==> config.mk <==
export PLATFORM = sky130hd
export DESIGN_NAME = prio_irq_encoder
export DESIGN_NICKNAME = d
export VERILOG_FILES = /design/src/rtl/prio_irq_encoder.sv
export SDC_FILE = /design/constraint.sdc
export NUM_CORES = 1
export LEC_CHECK = 0
export ABC_AREA = 1
export BUFFER_PORTS_ARGS = -buffer_cell sky130_fd_sc_hd__buf_2
export CAP_MARGIN = 15
export CORE_MARGIN = 2
export CORE_UTILIZATION = 30
export CTS_CLUSTER_DIAMETER = 50
export DETAILED_ROUTE_END_ITERATION = 10
export SYNTH_ARGS = -nofsm -noshare
export SYNTH_HDL_FRONTEND = slang
export SYNTH_SLANG_ARGS = --single-unit
==> constraint.sdc <==
create_clock -name clk -period 1.4 [get_ports clk]
set_input_delay 0.28 -clock clk [delete_from_list [all_inputs] [get_ports clk]]
set_output_delay 0.28 -clock clk [all_outputs]
set_load 0.01 [all_outputs]
==> src/rtl/prio_irq_encoder.sv <==
// prio_irq_encoder: registered N-input priority encoder with sticky requests, mask, fixed/rotating priority and valid/ack handshake
module prio_irq_encoder #(
  parameter int N = 8,
  parameter int W = $clog2(N),
  parameter bit REQ_ACT_LO = 1'b1,
  parameter bit ROTATE = 1'b0
) (
  input  logic         clk,
  input  logic         reset,
  input  logic         ei,
  input  logic [N-1:0] req,
  input  logic [N-1:0] mask,
  input  logic         clr,
  input  logic         ack,
  output logic [W-1:0] code,
  output logic         valid,
  output logic         eo
);
  logic [N-1:0] pend, r, clr_vec, pend_n, c_n;
  logic [W-1:0] rr_ptr, rr_n, win, idx;
  logic         fire, hold, brk, valid_n;
  // next-state pending bits, candidates and the hold/break decision for the current grant
  always_comb begin
    fire = ack & valid;
    r = REQ_ACT_LO ? ~req : req;
    clr_vec = clr ? '1 : (fire ? (N'(1) << code) : '0);
    pend_n = (pend & ~clr_vec) | r;
    c_n = pend_n & ~mask;
    rr_n = fire ? code : rr_ptr;
    hold = valid & ~ack & c_n[code];
    brk = valid & ~ack & ~c_n[code];
    valid_n = ei & (|c_n) & ~brk;
  end
  // winner search: the last index visited has top priority (N-1 when fixed, rr_n-1 when rotating)
  always_comb begin
    win = '0;
    idx = '0;
    for (int k = N; k >= 1; k--) begin
      idx = ROTATE ? W'((int'(rr_n) + N - k) % N) : W'(N - k);
      win = c_n[idx] ? idx : win;
    end
  end
  // pending latches, rotation pointer and registered outputs
  always_ff @(posedge clk or posedge reset) begin
    if (reset) begin
      pend   <= '0;
      code   <= '0;
      valid  <= 1'b0;
      eo     <= 1'b0;
      rr_ptr <= W'(N - 1);
    end else begin
      pend   <= pend_n;
      rr_ptr <= rr_n;
      valid  <= valid_n;
      code   <= (valid_n & ~hold) ? win : code;
      eo     <= ei & ~(|c_n);
    end
  end
endmodule

==> metrics.md <==
| Metric | Value |
|---|---|
| Status | `finished with violations` |
| Failing checks | `setup timing` |
| Most frequent cells in the layout | `23 x nand2_2, 23 x buf_2, 22 x nand2_1, 20 x inv_1, 16 x buf_4` |
| Sw Pwr | `492 uW` |
| # IOs | `26` |
| Root buffer cell | `clkbuf_4` |
| Net Count, Synth | `143` |
| Synth Register Bits | `13` |
| Syn_area_per_cell | `7.18 um^2` |
| Final instance area | `1270 um^2` |
| Layout cells sized above 1 | `58.1%` |
| Slew Viols, Final | `0` |
| Antenna violations before repair | `0` |
| GRT Residual Overflow | `0` |
| CP Cell Sequence | `inv_2 -> nand2_2 -> inv_1 -> nand2_1 -> nand2_1 -> nand2_2 -> nand2_2 -> nand2_2 -> nor2_4 -> nand2_4 -> nand2_2 -> nor2_1 -> nand2_1 -> nand2_1` |
| Final Cycle Share | `109%` |
| Synth Warn # | `0` |
| CTS tree | `yes` |
| Final hold violations | `0` |
| Reg2Reg Setup Slack | `-120 ps` |
| Diode count | `0` |
| Post-synthesis cell count | `122` |
| RSZ-0062 raised after global routing | `true` |
| Crit-path leading delay family | `simple AND/OR/NAND/NOR gates` |
| Largest net degree at the start of global routing | `14` |
| Initial Utilization | `31.8%` |
| Worst setup path class | `flip-flop to flip-flop` |
| HP Class | `primary input to asynchronous set/reset pin` |
| Core ar. | `2760 um^2` |
| Sequential share of the synthesized area | `37.1%` |
| CP max stage delay | `450 ps` |
| Core Util, Final | `46.2%` |
| Die Y | `58.0 um` |
| CTS Buf Count | `3` |
| Vias | `863` |
| Gpl congestion | `0.852` |
| CP most frequent cell | `nand2_2` |
| Final Net Count | `189` |
| Crit path time final | `1520 ps` |
| Cell area after placement | `1130 um^2` |
| CP arrival | `1710 ps` |
| Least-Margin Pin Slew | `540 ps` |
| Vias in the first global route | `906` |
| Buf/Inv on CP | `2` |
| Storage element area | `329 um^2` |
| Switching Share | `37.8%` |
| Tot GR Track Use | `14.3%` |
| CP startpoint kind | `flip-flop` |
| Total power | `1300 uW` |
| Cell internal pwr | `811 uW` |
| Reg clk slew, reported paths | `90 ps` |
| Max_cap viols | `0` |
| # rows | `19` |
| DIE AREA | `3370 um^2` |
| Maximum vdd drop | `0.000569 V` |
| Fin Clk Skew | `5.57 ps` |
| Pwr per Cell Area | `1020 nW/um^2` |
| Multi-input gate area | `529 um^2` |
| Worst endpoint required time | `1590 ps` |
| P_leak | `0.000714 uW` |
| Cell area after synthesis | `876 um^2` |
| CTS max path bufs | `2` |
| DR WL/cell | `10.7 um` |
| Fill count | `293` |
| Reg power frac | `36.5%` |
| Drt drc | `0` |
| Synth cell types | `18` |
| Drt total wl | `2130 um` |
| F_max | `656 MHz` |
| First-pass detailed-route iteration total | `4` |
| 1st-iter DRT viols | `18` |
| Setup Viol. Count Final | `5` |
| Place WS | `-128 ps` |
| Worst setup EP type | `flip-flop` |
| Worst skew pair latency | `290 ps` |
| Die width | `58.0 um` |
| DRT antenna net count | `0` |
| Clock Power Share | `19.5%` |
| I/O Buffers | `25` |
| Comb pwr share | `44.1%` |
| Synth-to-Final Area Change | `45.6%` |
| CTS Sinks | `13` |
| Worst-path fanout max | `4` |
| First-pass GRT wire length | `3660 um` |
| Vias per cell | `4.36` |
| Slew HR | `64.0%` |
| H-tree Lvls | `1` |
| CP max stage cell | `dfrtp_2` |
| Worst Setup Slack, final | `-123 ps` |
| Post-DP HPWL | `1660 um` |
==> cells in the mapped netlist, drive strengths merged <==
cell type,instances,share of area [%]
nor2,18,10
dfrtp,13,37
nand2,50,28
a31oi,1,0.71
inv,25,11
a21oi,1,0.57
nand3,3,2.3
nand3b,1,2.3
o21ai,9,6.9
o21bai,1,0.86
==> cell families (layout without fill, tap and decap cells) <==
group                  count (synthesis)  count (layout)  share of synthesized area [%]
buffers and inverters                 25              70                           10.7
AND/OR/NAND/NOR                       72              72                           43.1
flip-flops                            13              13                           37.1
AO/OA/AOI/OAI                         12              12                           9.00
==> timing repair <==
| item | CTS | global route |
|---|---|---|
| setup endpoints to repair | 5 | 6 |
| pin swaps | 3 | 4 |
| hold buffers | 0 | 0 |
| setup buffers | 1 | 3 |
| resized for setup | 9 | 17 |
| gates cloned | 0 | 0 |
==> registers in the layout, indices dropped and copies added, names as in the netlist <==
register,count
valid,1
code,3
pend,8
eo,1
==> metrics by stage <==
stage	setup TNS, ps	cells	hold WS, ps
after floorplan	-38.8	122	157
after detailed placement	-533	190	353
after CTS	-473	195	36.0
final	-479	198	13.5
after global placement	-363	190	345
after global routing	-1080	198	66.8
==> layout make-up <==
type	count	share of cell area [%]
clock buffers	4	2.06
multi-input cells	84	41.5
flip-flops and latches	13	25.8
repair buffers	41	20.2
inverters	25	7.36
well taps	31	3.04
==> routing by layer <==
| metal | vias to the layer above | track usage [%] | part of all wire [%] |
|---|---|---|---|
| li1 | 450 | - | - |
| met1 | 395 | 17.4 | 45 |
| met2 | 14 | 24.0 | 48 |
| met3 | 4 | 2.68 | 4.6 |
| met4 | 0 | 6.98 | 2.5 |
| met5 | - | 0 | 0 |
==> path summary, 6_finish.rpt <==
check | start | end | cells past startpoint
worst min register to register | pend[7] | pend[7] | 2
worst min-delay path | reset | valid | 2
min in group clk | req[0] | pend[0] | 2
worst max register to register | code[1] | code[0] | 14
worst max-delay path | code[1] | code[0] | 14
max in group asynchronous | reset | code[0] | 2
==> power groups by stage <==
| stage | Combinational, uW | Sequential, uW | Clock [uW] |
|---|---|---|---|
| floorplan | 258 | 484 | 0 |
| global placement | 467 | 469 | 0 |
| detailed placement | 471 | 473 | 0 |
| CTS | 507 | 474 | 260 |
| global route | 638 | 482 | 274 |
| finish | 574 | 475 | 254 |
Power figures use the tool's default switching activity.
